[config.mk]
export PLATFORM = sky130hd
export DESIGN_NAME = alu_operand_stage_flat
export DESIGN_NICKNAME = d
export VERILOG_FILES = /design/src/rtl/alu_operand_stage_if.sv /design/src/rtl/alu_operand_stage.sv /design/src/flat_wrapper.sv
export SDC_FILE = /design/constraint.sdc
export NUM_CORES = 1
export LEC_CHECK = 0
export ABC_AREA = 1
export CAP_MARGIN = 0
export CORE_MARGIN = 2
export CORE_UTILIZATION = 30
export CTS_CLUSTER_DIAMETER = 100
export DETAILED_ROUTE_END_ITERATION = 7
export GPL_ROUTABILITY_DRIVEN = 0
export PLACE_DENSITY = 0.7
export SLEW_MARGIN = 0
export SYNTH_ARGS = -nofsm -noshare
export SYNTH_HDL_FRONTEND = slang
export SYNTH_SLANG_ARGS = --single-unit
[constraint.sdc]
create_clock -name clk -period 3.2 [get_ports clk]
set_input_delay 0.64 -clock clk [delete_from_list [all_inputs] [get_ports clk]]
set_output_delay 0.64 -clock clk [all_outputs]
set_load 0.01 [all_outputs]
[src/rtl/alu_operand_stage_if.sv]
// alu_operand_stage_if: bundle of every non-clock/reset signal of the ALU operand stage.
//   master : upstream/environment side (drives decode fields, bypass buses, flush, out_ready)
//   slave  : the operand stage itself (drives in_ready, registered ALU operands, stall_count)
// Groups: decode input handshake (in_*), EX/MEM bypass buses (ex_*, mem_*), flush,
//         ALU-side output handshake (out_valid/out_ready, opsel, A, B, out_*), stall_count.
interface alu_operand_stage_if #(
    parameter int unsigned REG_IDX_W = 4,
    parameter int unsigned DATA_W    = 32,
    parameter int unsigned CNT_W     = 16
);
    logic                 in_valid;
    logic                 in_ready;
    logic [5:0]           in_opsel;
    logic [REG_IDX_W-1:0] in_rs1_idx;
    logic [REG_IDX_W-1:0] in_rs2_idx;
    logic [DATA_W-1:0]    in_rs1_val;
    logic [DATA_W-1:0]    in_rs2_val;
    logic [15:0]          in_imm;
    logic                 in_use_imm;
    logic [REG_IDX_W-1:0] in_rd_idx;
    logic                 in_wr_en;
    logic                 in_is_load;

    logic                 ex_wr_en;
    logic                 ex_is_load;
    logic [REG_IDX_W-1:0] ex_rd_idx;
    logic [DATA_W-1:0]    ex_value;
    logic                 mem_wr_en;
    logic [REG_IDX_W-1:0] mem_rd_idx;
    logic [DATA_W-1:0]    mem_value;

    logic                 flush;

    logic                 out_valid;
    logic                 out_ready;
    logic [5:0]           opsel;
    logic [DATA_W-1:0]    A;
    logic [DATA_W-1:0]    B;
    logic [REG_IDX_W-1:0] out_rd_idx;
    logic                 out_wr_en;
    logic                 out_is_load;
    logic [CNT_W-1:0]     stall_count;

    modport master (
        output in_valid, in_opsel, in_rs1_idx, in_rs2_idx, in_rs1_val, in_rs2_val,
               in_imm, in_use_imm, in_rd_idx, in_wr_en, in_is_load,
               ex_wr_en, ex_is_load, ex_rd_idx, ex_value,
               mem_wr_en, mem_rd_idx, mem_value, flush, out_ready,
        input  in_ready, out_valid, opsel, A, B, out_rd_idx, out_wr_en, out_is_load,
               stall_count
    );

    modport slave (
        input  in_valid, in_opsel, in_rs1_idx, in_rs2_idx, in_rs1_val, in_rs2_val,
               in_imm, in_use_imm, in_rd_idx, in_wr_en, in_is_load,
               ex_wr_en, ex_is_load, ex_rd_idx, ex_value,
               mem_wr_en, mem_rd_idx, mem_value, flush, out_ready,
        output in_ready, out_valid, opsel, A, B, out_rd_idx, out_wr_en, out_is_load,
               stall_count
    );
endinterface

[src/rtl/alu_operand_stage.sv]
// alu_operand_stage: pipeline register directly ahead of the ALU. Resolves operands A/B
// (register or sign-extended immediate), forwards from EX/MEM, detects hazards and stalls,
// and presents registered opsel/A/B one cycle after acceptance (valid/ready, bubble, flush).
// Ports:
//   clk   - clock, rising edge
//   reset - asynchronous, active-high
//   bus   - alu_operand_stage_if.slave (decode input, bypass buses, flush, ALU output,
//           stall_count)
// Build option: define ALU_OPERAND_FWD_EN to enable EX/MEM forwarding. When undefined, any
// used source matching a pending EX or MEM write stalls until the match clears and operands
// always come from the register-file values.
module alu_operand_stage #(
    parameter int unsigned REG_IDX_W = 4,
    parameter int unsigned DATA_W    = 32,
    parameter int unsigned CNT_W     = 16
) (
    input logic               clk,
    input logic               reset,
    alu_operand_stage_if.slave bus
);
    localparam logic [5:0] OpMvhi = 6'd11;

    logic                 is_mvhi;
    logic                 is_ft;
    logic                 use_rs1;
    logic                 use_rs2;
    logic                 ex_m1;
    logic                 ex_m2;
    logic                 mem_m1;
    logic                 mem_m2;
    logic [DATA_W-1:0]    rs1_op;
    logic [DATA_W-1:0]    rs2_op;
    logic [DATA_W-1:0]    imm_ext;
    logic [DATA_W-1:0]    a_d;
    logic [DATA_W-1:0]    b_d;
    logic                 hazard;
    logic                 in_ready;
    logic                 accept;

    logic                 out_valid_q;
    logic [5:0]           opsel_q;
    logic [DATA_W-1:0]    a_q;
    logic [DATA_W-1:0]    b_q;
    logic [REG_IDX_W-1:0] rd_idx_q;
    logic                 wr_en_q;
    logic                 is_load_q;
    logic [CNT_W-1:0]     stall_q;

    // MVHI and the F/T class ignore rs1; MVHI also ignores rs2.
    assign is_mvhi = (bus.in_opsel == OpMvhi);
    assign is_ft   = bus.in_opsel[4] && (bus.in_opsel[2:0] == 3'b000);
    assign use_rs1 = ~(is_mvhi | is_ft);
    assign use_rs2 = ~bus.in_use_imm & ~is_mvhi;

    // Raw destination matches; load-ness is qualified separately below.
    assign ex_m1  = bus.ex_wr_en  && (bus.ex_rd_idx  == bus.in_rs1_idx);
    assign ex_m2  = bus.ex_wr_en  && (bus.ex_rd_idx  == bus.in_rs2_idx);
    assign mem_m1 = bus.mem_wr_en && (bus.mem_rd_idx == bus.in_rs1_idx);
    assign mem_m2 = bus.mem_wr_en && (bus.mem_rd_idx == bus.in_rs2_idx);

`ifdef ALU_OPERAND_FWD_EN
    // A load in EX has no data yet, so it never forwards; EX beats MEM as the younger write.
    assign rs1_op = (ex_m1 && !bus.ex_is_load) ? bus.ex_value :
                    mem_m1                     ? bus.mem_value : bus.in_rs1_val;
    assign rs2_op = (ex_m2 && !bus.ex_is_load) ? bus.ex_value :
                    mem_m2                     ? bus.mem_value : bus.in_rs2_val;
    assign hazard = bus.in_valid && bus.ex_is_load &&
                    ((use_rs1 && ex_m1) || (use_rs2 && ex_m2));
`else
    // Without bypass paths, wait until neither in-flight write targets a used source.
    assign rs1_op = bus.in_rs1_val;
    assign rs2_op = bus.in_rs2_val;
    assign hazard = bus.in_valid &&
                    ((use_rs1 && (ex_m1 || mem_m1)) || (use_rs2 && (ex_m2 || mem_m2)));
`endif

    assign imm_ext = {{(DATA_W-16){bus.in_imm[15]}}, bus.in_imm};
    assign a_d     = use_rs1 ? rs1_op : '0;
    assign b_d     = bus.in_use_imm ? imm_ext : (use_rs2 ? rs2_op : '0);

    assign in_ready = ~hazard & (~out_valid_q | bus.out_ready);
    assign accept   = bus.in_valid & in_ready;

    always_ff @(posedge clk or posedge reset) begin
        if (reset) begin
            out_valid_q <= 1'b0;
            opsel_q     <= '0;
            a_q         <= '0;
            b_q         <= '0;
            rd_idx_q    <= '0;
            wr_en_q     <= 1'b0;
            is_load_q   <= 1'b0;
            stall_q     <= '0;
        end else begin
            // Flush wins over a simultaneous accept; the incoming instruction is dropped.
            if (bus.flush) begin
                out_valid_q <= 1'b0;
            end else if (accept) begin
                out_valid_q <= 1'b1;
                opsel_q     <= bus.in_opsel;
                a_q         <= a_d;
                b_q         <= b_d;
                rd_idx_q    <= bus.in_rd_idx;
                wr_en_q     <= bus.in_wr_en;
                is_load_q   <= bus.in_is_load;
            end else if (bus.out_ready) begin
                out_valid_q <= 1'b0;
            end
            if (hazard && (stall_q != '1)) begin
                stall_q <= stall_q + 1'b1;
            end
        end
    end

    assign bus.in_ready    = in_ready;
    assign bus.out_valid   = out_valid_q;
    assign bus.opsel       = opsel_q;
    assign bus.A           = a_q;
    assign bus.B           = b_q;
    assign bus.out_rd_idx  = rd_idx_q;
    assign bus.out_wr_en   = wr_en_q;
    assign bus.out_is_load = is_load_q;
    assign bus.stall_count = stall_q;
endmodule

[src/flat_wrapper.sv]
// flat-port wrapper written by rule: the top's interface ports become plain ports
module alu_operand_stage_flat 
#(
    parameter int unsigned REG_IDX_W = 4,
    parameter int unsigned DATA_W    = 32,
    parameter int unsigned CNT_W     = 16
)
  (clk, reset, bus_in_valid, bus_in_opsel, bus_in_rs1_idx, bus_in_rs2_idx, bus_in_rs1_val, bus_in_rs2_val, bus_in_imm, bus_in_use_imm, bus_in_rd_idx, bus_in_wr_en, bus_in_is_load, bus_ex_wr_en, bus_ex_is_load, bus_ex_rd_idx, bus_ex_value, bus_mem_wr_en, bus_mem_rd_idx, bus_mem_value, bus_flush, bus_out_ready, bus_in_ready, bus_out_valid, bus_opsel, bus_A, bus_B, bus_out_rd_idx, bus_out_wr_en, bus_out_is_load, bus_stall_count);
  alu_operand_stage_if #(.REG_IDX_W(REG_IDX_W), .DATA_W(DATA_W), .CNT_W(CNT_W)) bus_i ();
  input logic clk;
  input logic reset;
  input wire logic [$bits(bus_i.in_valid)-1:0] bus_in_valid;
  input wire logic [$bits(bus_i.in_opsel)-1:0] bus_in_opsel;
  input wire logic [$bits(bus_i.in_rs1_idx)-1:0] bus_in_rs1_idx;
  input wire logic [$bits(bus_i.in_rs2_idx)-1:0] bus_in_rs2_idx;
  input wire logic [$bits(bus_i.in_rs1_val)-1:0] bus_in_rs1_val;
  input wire logic [$bits(bus_i.in_rs2_val)-1:0] bus_in_rs2_val;
  input wire logic [$bits(bus_i.in_imm)-1:0] bus_in_imm;
  input wire logic [$bits(bus_i.in_use_imm)-1:0] bus_in_use_imm;
  input wire logic [$bits(bus_i.in_rd_idx)-1:0] bus_in_rd_idx;
  input wire logic [$bits(bus_i.in_wr_en)-1:0] bus_in_wr_en;
  input wire logic [$bits(bus_i.in_is_load)-1:0] bus_in_is_load;
  input wire logic [$bits(bus_i.ex_wr_en)-1:0] bus_ex_wr_en;
  input wire logic [$bits(bus_i.ex_is_load)-1:0] bus_ex_is_load;
  input wire logic [$bits(bus_i.ex_rd_idx)-1:0] bus_ex_rd_idx;
  input wire logic [$bits(bus_i.ex_value)-1:0] bus_ex_value;
  input wire logic [$bits(bus_i.mem_wr_en)-1:0] bus_mem_wr_en;
  input wire logic [$bits(bus_i.mem_rd_idx)-1:0] bus_mem_rd_idx;
  input wire logic [$bits(bus_i.mem_value)-1:0] bus_mem_value;
  input wire logic [$bits(bus_i.flush)-1:0] bus_flush;
  input wire logic [$bits(bus_i.out_ready)-1:0] bus_out_ready;
  output wire logic [$bits(bus_i.in_ready)-1:0] bus_in_ready;
  output wire logic [$bits(bus_i.out_valid)-1:0] bus_out_valid;
  output wire logic [$bits(bus_i.opsel)-1:0] bus_opsel;
  output wire logic [$bits(bus_i.A)-1:0] bus_A;
  output wire logic [$bits(bus_i.B)-1:0] bus_B;
  output wire logic [$bits(bus_i.out_rd_idx)-1:0] bus_out_rd_idx;
  output wire logic [$bits(bus_i.out_wr_en)-1:0] bus_out_wr_en;
  output wire logic [$bits(bus_i.out_is_load)-1:0] bus_out_is_load;
  output wire logic [$bits(bus_i.stall_count)-1:0] bus_stall_count;
  assign bus_i.in_valid = bus_in_valid;
  assign bus_i.in_opsel = bus_in_opsel;
  assign bus_i.in_rs1_idx = bus_in_rs1_idx;
  assign bus_i.in_rs2_idx = bus_in_rs2_idx;
  assign bus_i.in_rs1_val = bus_in_rs1_val;
  assign bus_i.in_rs2_val = bus_in_rs2_val;
  assign bus_i.in_imm = bus_in_imm;
  assign bus_i.in_use_imm = bus_in_use_imm;
  assign bus_i.in_rd_idx = bus_in_rd_idx;
  assign bus_i.in_wr_en = bus_in_wr_en;
  assign bus_i.in_is_load = bus_in_is_load;
  assign bus_i.ex_wr_en = bus_ex_wr_en;
  assign bus_i.ex_is_load = bus_ex_is_load;
  assign bus_i.ex_rd_idx = bus_ex_rd_idx;
  assign bus_i.ex_value = bus_ex_value;
  assign bus_i.mem_wr_en = bus_mem_wr_en;
  assign bus_i.mem_rd_idx = bus_mem_rd_idx;
  assign bus_i.mem_value = bus_mem_value;
  assign bus_i.flush = bus_flush;
  assign bus_i.out_ready = bus_out_ready;
  assign bus_in_ready = bus_i.in_ready;
  assign bus_out_valid = bus_i.out_valid;
  assign bus_opsel = bus_i.opsel;
  assign bus_A = bus_i.A;
  assign bus_B = bus_i.B;
  assign bus_out_rd_idx = bus_i.out_rd_idx;
  assign bus_out_wr_en = bus_i.out_wr_en;
  assign bus_out_is_load = bus_i.out_is_load;
  assign bus_stall_count = bus_i.stall_count;
  alu_operand_stage #(.REG_IDX_W(REG_IDX_W), .DATA_W(DATA_W), .CNT_W(CNT_W)) u_core (.clk(clk), .reset(reset), .bus(bus_i));
endmodule
==> impl_results.md, run 1 <==
- Pwr dens: 494 nW/µm²
- TritonCTS Buffers: 9
- Final Hold Viols: 0
- Global Route Usage Sum: 17.3%
- Vias: 5086
- Placed insts: 1101
- Ys async rst share: 100%
- Final core utilization: 46.5%
- Routed wire per std cell: 13.7 µm
- EDFF count, synth: 0
- Die W: 134 µm
- Total grt overflow: 0
- Final cell count without fillers: 1117
- Max Fanout on Critical Path: 3
- Final WS setup: 493 ps
- Slew margin rel.: 38.2%
- H-tree levels: 3
- Worst-Margin Slew: 927 ps
- Hpwl dp: 10.2 mm
- Synthesized area: 5060 µm²
- Synth Warn #: 0
- Antenna violation net count after detailed routing: 0
- Setup repair bufs after CTS: 0
- Flip-flop and latch area: 2330 µm²
- Synth cell types: 23
- Worst setup SP type: input port
- Post-synthesis register bit count: 93
- Status: finished clean
- Routed vias/inst: 4.55
- Final Skew: 4.69 ps
- Sequential share of the synthesized area: 46.0%
- Worst IR Drop VDD: 0.000236 V
- Initial detailed-routing violation count: 253
- Die footprint: 17900 µm²
- Layout cells sized above 1: 4.24%
- Fillers: 1631
- Kind of critical path: in -> out
- Critical path endpoint category: primary output
- Mux contribution to synthesized area: 0%
- RSZ-0062 raised after global routing: false
- Clk buf depth: 2
- Setup_tns: 0 ps
- Root buf cell: clkbuf_16
- Crit path DAT: 2070 ps
- Clock sinks: 93
- Footprint of the multi-input gates: 2220 µm²
- Max Cap Viol: 0
- Required @ worst endpoint: 2560 ps
- Largest family of logic cells by synthesized area: simple AND/OR/NAND/NOR gates
- FP Rows: 47
- Clock period minus worst slack: 2710 ps
- IO Port Bufs: 209
- Maximum clock rate: 0.369 GHz
- TritonCTS clock tree: built
- Clock latency at the later pin of the worst-skew pair: 340 ps
- Setup violations, final: 0
- Prevailing post-synth register cell: dfrtp_1
- Nets: 1074
- Pin count of the biggest net entering global routing: 78
- Total power: 3.79 mW
- Clock transition at path regs: 60 ps
- Post-Route WL: 15.3 mm
- Number of antenna violations at the first check in global routing: 0
- Die Y: 134 µm
- Core area: 16500 µm²
- Xor/xnor share of the synthesized area: 3.11%
- Mapped Avg Cell Area: 7.18 µm²
- IO Count: 275
- Most frequent CP cell: nand2_1
- Worst Hold Class: reg -> reg
- DRC: 0
- First-pass GRT wire length: 24.8 mm
- Synth Instances: 705
- Initial core utilization: 30.6%
- Post-Synth Adder-Cell Area: 0.247%
- Pins over their slew limit: 0
- First-pass DRT Iterations: 5
- Area growth syn-to-layout: 51.7%
- Post-synthesis compound-gate area fraction: 1.73%
- Slowest CP cell: clkdlybuf4s50_1
- Vias in the first global route: 4820
- Placement Setup Slack: 106 ps
- Leak: 3.75 nW
- # diodes: 0
- Slowest stage delay, CP: 510 ps
- Crit path cell chain: clkdlybuf4s50_1, nand2_1, inv_1, nand4_1, nand2_1, inv_2, nand2_1, nand2_2, a21boi_0, dlymetal6s2s_1
- Syn Nets: 887
- Final period util: 84.6%
- Post-synthesis simple-gate area fraction: 38.7%
power by group:
part           switching [mW]  leakage (nW)  internal (mW)
clock network           0.475         0.162          0.730
logic                   0.501          2.41          0.598
registers               0.123          1.18           1.37
synthesized netlist by cell type (2+ instances only):
| cell | number | area, µm² |
|---|---|---|
| buf_2 | 11 | 55.1 |
| buf_4 | 4 | 30.0 |
| buf_6 | 5 | 56.3 |
| clkbuf_1 | 23 | 86.3 |
| dfrtp_1 | 93 | 2330 |
| inv_1 | 74 | 278 |
| inv_2 | 2 | 7.51 |
| nand2_1 | 297 | 1110 |
| nand2_2 | 3 | 18.8 |
| nand3_1 | 12 | 60.1 |
| nand3_2 | 2 | 20.0 |
| nand4_1 | 79 | 494 |
| nor2_1 | 56 | 210 |
| nor3_1 | 5 | 25.0 |
| o21ai_0 | 4 | 20.0 |
| o21ai_1 | 12 | 60.1 |
| xnor2_1 | 10 | 87.6 |
| xor2_1 | 8 | 70.1 |
final timing paths:
path	from	to	slack, ps	cells after the start
hold reg to reg	u_core.bus.B[26]$_DFFE_PP0P_	u_core.bus.B[26]$_DFFE_PP0P_	470	2
hold / removal	u_core.bus.B[26]$_DFFE_PP0P_	u_core.bus.B[26]$_DFFE_PP0P_	470	2
min in group asynchronous	reset	u_core.bus.stall_count[13]$_DFFE_PP0P_	700	2
setup / recovery	bus_in_opsel[1]	bus_in_ready	490	10
max in group asynchronous	reset	u_core.bus.B[28]$_DFFE_PP0P_	1770	3
setup reg to reg	u_core.bus.stall_count[0]$_DFFE_PP0P_	u_core.bus.stall_count[14]$_DFFE_PP0P_	1070	9
critical path: cells and delay by family:
| family | cells | cell delay [ps] |
|---|---|---|
| buffers and inverters | 4 | 840 |
| AOI/OAI and AO/OA | 1 | 140 |
| and+or+nand+nor | 5 | 450 |
metal layers:
layer	global-route usage [%]	up-vias	part of all wire, %
met2	28.3	157	47
met4	6.38	0	2.4
met1	22.5	2309	45
met5	0	-	0
met3	3.82	25	5.7
li1	-	2595	-
through the flow:
stage | instance area, µm² | hold slack [ps]
2_1_floorplan | 5060 | 506
3_3_place_gp | 7340 | 452
3_5_place_dp | 7340 | 457
4_1_cts | 7670 | 474
5_1_grt | 7680 | 486
6_report | 7680 | 467
layout by cell type, fill, tap and decap left out, types with 8 or more instances in the layout:
cell type	instances
xor2_1	8
nand4_1	79
clkdlybuf4s50_1	208
nand2_1	296
inv_1	73
xnor2_1	10
dfrtp_1	93
nor2_1	56
o21ai_1	12
clkbuf_16	9
nand3_1	12
state kept, by name, summed over array words and instances (netlist names):
signal,count
u_core.bus.A,32
u_core.bus.B,32
u_core.bus.opsel,6
u_core.bus.out_is_load,1
u_core.bus.out_rd_idx,4
u_core.bus.out_valid,1
u_core.bus.out_wr_en,1
u_core.bus.stall_count,16
final cells by class:
cell class                      count  share of cell area [%]
Tap cell                          220                    3.59
Timing Repair Buffer              220                    29.0
Inverter                           76                    3.75
Clock buffer                       11                    3.29
Multi-Input combinational cell    492                    29.0
Clock inverter                      5                    1.06
Sequential cell                    93                    30.3
what timing repair did:
action / CTS / global route
resized for setup: 0 / 1
hold buffers: 0 / 0
setup endpoints to repair: 0 / 1
cells by family after synthesis:
group / count (synthesis)
xor gates and xnor gates: 18
buffers and inverters: 120
DFF: 93
AOI/OAI and AO/OA: 17
and+or+nand+nor: 456
adders and majority gates: 1
(Power assumes the default switching activity.)
==> run 2: changes to the inputs <==
==> constraint.sdc (replaced) <==
create_clock -name clk -period 2.4 [get_ports clk]
set_input_delay 0.48 -clock clk [delete_from_list [all_inputs] [get_ports clk]]
set_output_delay 0.48 -clock clk [all_outputs]
set_load 0.01 [all_outputs]
==> impl_results.md, run 2 (synthesis gave the netlist of run 1 again) <==
- Global Route Usage Sum: 17.0% (was 17.3%)
- Kind of critical path: in -> out (unchanged)
- Routed vias/inst: 4.50 (was 4.55)
- Required @ worst endpoint: 1920 ps (was 2560 ps)
- Critical path endpoint category: primary output (unchanged)
- Max Cap Viol: 0 (unchanged)
- Crit path max-delay family: buffers and inverters (unchanged)
- Leak: 3.85 nW (was 3.75 nW)
- Worst Path Buf+Inv: 4 (unchanged)
- Maximum clock rate: 0.440 GHz
- Final Hold Viols: 0 (unchanged)
- Antenna violation net count after detailed routing: 0 (unchanged)
- Pin count of the biggest net entering global routing: 94 (was 78)
- Layout cells sized above 1: 5.93% (was 4.24%)
- Reg2reg path depth: 9 (unchanged)
- Max Fanout on Critical Path: 2 (was 3)
- First-pass GRT wire length: 24.6 mm (was 24.8 mm)
- Worst Hold Class: reg -> reg (unchanged)
- Nets: 1088 (was 1074)
- Post-Route WL: 15.1 mm (was 15.3 mm)
- Pins over their slew limit: 0 (unchanged)
- Worst IR Drop VDD: 0.000351 V (was 0.000236 V)
- Worst setup startpoint: bus_in_opsel[0] (was bus_in_opsel[1])
- IO Port Bufs: 209 (unchanged)
- H-tree levels: 3 (unchanged)
- CP endpoint: bus_in_ready (unchanged)
- TritonCTS Buffers: 9 (unchanged)
- Clock sinks: 93 (unchanged)
- First-pass DRT Iterations: 5 (unchanged)
- Die Y: 134 µm (unchanged)
- Initial core utilization: 30.6% (unchanged)
- Commonest non-fill, non-tap cell in the layout: nand2_1 (unchanged)
- Stages on worst setup path: 10 (unchanged)
- FP Rows: 47 (unchanged)
- Hold_buf cts: 0 (unchanged)
- RR Startpoint: u_core.bus.stall_count[0]$_DFFE_PP0P_ (unchanged)
- Root buf cell: clkbuf_16 (unchanged)
- Worst R2R End: u_core.bus.stall_count[8]$_DFFE_PP0P_ (was u_core.bus.stall_count[14]$_DFFE_PP0P_)
- Final Skew: 4.50 ps (was 4.69 ps)
- Initial detailed-routing violation count: 229 (was 253)
- Clock latency at the later pin of the worst-skew pair: 340 ps (about the same)
- Crit path cell chain: clkdlybuf4s50_1, nand2_1, inv_1, nand4_1, nand2_1, inv_2, nand2_1, nand2_2, a21boi_2, buf_2 (was clkdlybuf4s50_1, nand2_1, inv_1, nand4_1, nand2_1, inv_2, nand2_1, nand2_2, a21boi_0, dlymetal6s2s_1)
- Most frequent cells in the layout: nand2_1, clkdlybuf4s50_1, dfrtp_1 (unchanged)
- Most frequent CP cell: nand2_1 (unchanged)
- Core area: 16500 µm² (unchanged)
- Die W: 134 µm (unchanged)
- TritonCTS clock tree: built (unchanged)
- Area growth syn-to-layout: 55.5% (was 51.7%)
- # diodes: 0 (unchanged)
- Clk buf depth: 2 (unchanged)
- Setup violations, final: 0 (unchanged)
- Total power: 5.04 mW (was 3.79 mW)
- Hpwl dp: 10.7 mm (was 10.2 mm)
- IO Count: 275 (unchanged)
- Clock period minus worst slack: 2270 ps
- Clock transition at path regs: 60 ps (about the same)
- Number of antenna violations at the first check in global routing: 0 (unchanged)
- Vias in the first global route: 4929 (was 4820)
- Slowest stage delay, CP: 480 ps (was 510 ps)
- Crit path DAT: 1790 ps (was 2070 ps)
- Total grt overflow: 0 (unchanged)
- Vias: 5095 (was 5086)
- Worst-Margin Slew: 629 ps (was 927 ps)
- Reg2Reg Setup Slack: 520 ps (was 1070 ps)
- Final period util: 94.7%
- Status: finished clean (unchanged)
- Slowest CP cell: clkdlybuf4s50_1 (unchanged)
- Hold depth: 2 (unchanged)
- Worst setup SP type: input port (unchanged)
- Routed wire per std cell: 13.4 µm (was 13.7 µm)
- Cell Area, Placed: 7540 µm² (was 7340 µm²)
- DRC: 0 (unchanged)
- Final hold slack: 468 ps (was 467 ps)
- RSZ-0062 raised after global routing: false (unchanged)
- Slew margin rel.: 58.0% (was 38.2%)
- Die footprint: 17900 µm² (unchanged)
- Pwr dens: 641 nW/µm² (was 494 nW/µm²)
- Fin area: 7870 µm² (was 7680 µm²)
run 2: worst min path at each step:
stage | startpoint | to | slack [ps]
global placement | u_core.bus.B[3]$_DFFE_PP0P_ | u_core.bus.B[3]$_DFFE_PP0P_ | 450
CTS | u_core.bus.opsel[4]$_DFFE_PP0P_ | u_core.bus.opsel[4]$_DFFE_PP0P_ | 470
floorplan | u_core.bus.A[0]$_DFFE_PP0P_ | u_core.bus.A[0]$_DFFE_PP0P_ | 510
global route | u_core.bus.opsel[3]$_DFFE_PP0P_ | u_core.bus.opsel[3]$_DFFE_PP0P_ | 490
finish | u_core.bus.opsel[3]$_DFFE_PP0P_ | u_core.bus.opsel[3]$_DFFE_PP0P_ | 470
detailed placement | u_core.bus.A[30]$_DFFE_PP0P_ | u_core.bus.A[30]$_DFFE_PP0P_ | 460
run 2: timing repair:
action | in CTS | in global routing
setup buffers | 0 | 0
resized for setup | 5 | 3
pin swaps | 0 | 2
setup endpoints to repair | 1 | 1
run 2: layout make-up:
| type | instances | area, µm² |
|---|---|---|
| fill | 1629 | 8660 |
| timing repair buffer | 234 | 2410 |
| sequential | 93 | 2330 |
| multi-input combinational | 492 | 2240 |
| inverter | 76 | 289 |
| tap | 220 | 275 |
| clock buffer | 10 | 239 |
| clock inverter | 6 | 86.3 |
run 2: power breakdown:
group,switching [mW],total (mW),internal (mW)
clock,0.619,1.56,0.940
combinational,0.667,1.50,0.829
sequential,0.162,1.98,1.82
total,1.45,5.04,3.59
run 2: per-stage QoR:
step                      util (%)  std cells  worst slack [ps]  TNS (ps)
after detailed placement      45.6       1115              -375     -2490
final                         47.6       1131               127         0
after global placement        45.6       1115              -351     -1390
after CTS                     47.6       1131              54.2         0
after global routing          47.6       1131              4.37         0
after floorplan                  -        705               613         0
run 2: layer usage:
layer	vias to the layer above	GRT usage, %	part of all wire, %
met4	0	6.09	2.0
met3	18	3.82	5.9
li1	2613	-	-
met2	145	28.0	47
met1	2319	22.0	45
met5	-	0	0
run 2: tightest hold or removal path, stage by stage (launching register included):
cell	delay (ps)
dfrtp_1	340
nand2_1	50
nand2_1	40
==> run 3: changes to the inputs <==
--- a/config.mk
+++ b/config.mk
@@ -12,7 +12,7 @@
 export CTS_CLUSTER_DIAMETER = 100
 export DETAILED_ROUTE_END_ITERATION = 7
 export GPL_ROUTABILITY_DRIVEN = 0
-export PLACE_DENSITY = 0.7
+export PLACE_DENSITY_LB_ADDON = 0.08
 export SLEW_MARGIN = 0
 export SYNTH_ARGS = -nofsm -noshare
 export SYNTH_HDL_FRONTEND = slang
==> impl_results.md, run 3 (synthesis gave the netlist of run 1 again) <==
- Status: finished clean (unchanged)
- Layout cells sized above 1: 5.51% (was 5.93%)
- Routed wire per std cell: 13.6 µm (was 13.4 µm)
- Nets: 1084 (was 1088)
- Final cell count without fillers: 1127 (was 1131)
- Final Skew: 6.98 ps (was 4.50 ps)
- Antenna violation net count after detailed routing: 0 (unchanged)
- Slowest stage delay, CP: 440 ps (was 480 ps)
- Vias in the first global route: 4858 (was 4929)
- Total grt overflow: 0 (unchanged)
- Kind of critical path: in -> out (unchanged)
- Met1 Routed Length: 7.01 mm (was 6.74 mm)
- H-tree levels: 3 (unchanged)
- Required @ worst endpoint: 1920 ps (about the same)
- IO Port Bufs: 209 (unchanged)
- Clock latency at the later pin of the worst-skew pair: 340 ps (about the same)
- Pin count of the biggest net entering global routing: 94 (unchanged)
- Final Hold Viols: 0 (unchanged)
- Fillers: 1612 (was 1629)
- Die footprint: 17900 µm² (unchanged)
- First-pass DRT Iterations: 5 (unchanged)
- Worst setup SP type: input port (unchanged)
- Critical path endpoint category: primary output (unchanged)
- Die W: 134 µm (unchanged)
- TritonCTS clock tree: built (unchanged)
- Most frequent cells in the layout: nand2_1, clkdlybuf4s50_1, dfrtp_1 (unchanged)
- Hold_buf cts: 0 (unchanged)
- Global Route Usage Sum: 17.3% (was 17.0%)
- Placed insts: 1111 (was 1115)
- Area growth syn-to-layout: 54.7% (was 55.5%)
- Hpwl dp: 10.8 mm (was 10.7 mm)
- Clock period minus worst slack: 2270 ps (about the same)
- Flip-flop and latch area: 2330 µm² (unchanged)
- Worst IR Drop VDD: 0.000364 V (was 0.000351 V)
- Maximum clock rate: 0.440 GHz (about the same)
- Core area: 16500 µm² (unchanged)
- Vias: 5155 (was 5095)
- IO Count: 275 (unchanged)
- Footprint of the multi-input gates: 2230 µm² (was 2240 µm²)
- Root buf cell: clkbuf_16 (unchanged)
- Most frequent CP cell: nand2_1 (unchanged)
- Worst Hold Class: reg -> reg (unchanged)
- Pwr dens: 670 nW/µm² (was 641 nW/µm²)
- Clk buf depth: 2 (unchanged)
- Commonest non-fill, non-tap cell in the layout: nand2_1 (unchanged)
- Final period util: 94.6% (was 94.7%)
- Initial core utilization: 30.6% (unchanged)
- Max Fanout on Critical Path: 2 (unchanged)
- Slew margin rel.: 56.4% (was 58.0%)
- Crit path DAT: 1790 ps (about the same)
- Routed vias/inst: 4.57 (was 4.50)
- Slowest CP cell: clkdlybuf4s50_1 (unchanged)
- TritonCTS Buffers: 9 (unchanged)
- Clock sinks: 93 (unchanged)
- Met2 WL: 7.06 mm (was 7.17 mm)
- RSZ-0062 raised after global routing: false (unchanged)
- FP Rows: 47 (unchanged)
- Number of antenna violations at the first check in global routing: 0 (unchanged)
- Leak: 3.85 nW (about the same)
- Worst-Margin Slew: 652 ps (was 629 ps)
- Pins over their slew limit: 0 (unchanged)
- Final core utilization: 47.4% (was 47.6%)
- Initial detailed-routing violation count: 283 (was 229)
- Post-Route WL: 15.4 mm (was 15.1 mm)
- Highest routed layer: met4 (unchanged)
- DRC: 0 (unchanged)
- Die Y: 134 µm (unchanged)
- # diodes: 0 (unchanged)
- Clock transition at path regs: 70 ps (was 60 ps)
- Setup violations, final: 0 (unchanged)
- Met3 routed WL: 1.02 mm (was 886 µm)
- Crit path cell chain: clkdlybuf4s50_1, nor2_1, nand4_1, nand2_1, inv_2, nand2_1, nand2_2, a21boi_2, buf_2 (was clkdlybuf4s50_1, nand2_1, inv_1, nand4_1, nand2_1, inv_2, nand2_1, nand2_2, a21boi_2, buf_2)
- Setup_tns: 0 ps (unchanged)
- Setup repair bufs after CTS: 0 (unchanged)
- Max Cap Viol: 0 (unchanged)
- First-pass GRT wire length: 25.2 mm (was 24.6 mm)
[run 3: final timing paths]
kind | from | to | slack [ps] | depth (start not counted)
setup / recovery | bus_in_opsel[4] | bus_in_ready | 130 | 9
hold / removal | u_core.bus.A[22]$_DFFE_PP0P_ | u_core.bus.A[22]$_DFFE_PP0P_ | 470 | 2
setup reg to reg | u_core.bus.stall_count[0]$_DFFE_PP0P_ | u_core.bus.stall_count[10]$_DFFE_PP0P_ | 480 | 9
hold reg to reg | u_core.bus.A[22]$_DFFE_PP0P_ | u_core.bus.A[22]$_DFFE_PP0P_ | 470 | 2
max in group asynchronous | reset | u_core.bus.B[10]$_DFFE_PP0P_ | 1390 | 3
min in group asynchronous | reset | u_core.bus.opsel[5]$_DFFE_PP0P_ | 640 | 3
[run 3: layout make-up]
type,instances,share of cell area (%)
clock buffer,9,2.88
clock inverter,7,1.87
inverter,76,3.69
multi-input combinational,492,28.5
sequential,93,29.7
tap,220,3.52
timing repair buffer,230,29.9
[run 3: metrics by stage]
step	hold WS, ps	power, mW	setup WS (ps)	instance area (µm²)
2_1_floorplan	506	2.61	613	5060
3_3_place_gp	453	3.50	-357	7450
3_5_place_dp	458	3.52	-360	7450
4_1_cts	474	5.32	66.1	7820
5_1_grt	485	5.55	7.53	7830
6_report	470	5.25	129	7830
[run 3: timing repair]
action	in CTS	in global routing
endpoints found under the hold margin	0	0
pin swaps	0	1
resized for setup	5	4
endpoints found under the setup margin	1	1
[run 3: report_power, final]
group          internal [mW]  total (mW)  switching [mW]
Clock                   1.13        1.78           0.646
Combinational          0.814        1.48           0.670
Sequential              1.82        1.98           0.163
[run 3: critical path, delay by kind of cell]
kind | cells | cell delay (ps)
buffers and inverters | 3 | 630
AND/OR/NAND/NOR | 5 | 580
AO/OA/AOI/OAI | 1 | 100
[run 3: routing by layer]
| layer | up-vias | track usage, % |
|---|---|---|
| met1 | 2359 | 23.2 |
| met5 | - | 0 |
| li1 | 2620 | - |
| met3 | 18 | 4.35 |
| met4 | 0 | 6.03 |
| met2 | 158 | 27.3 |
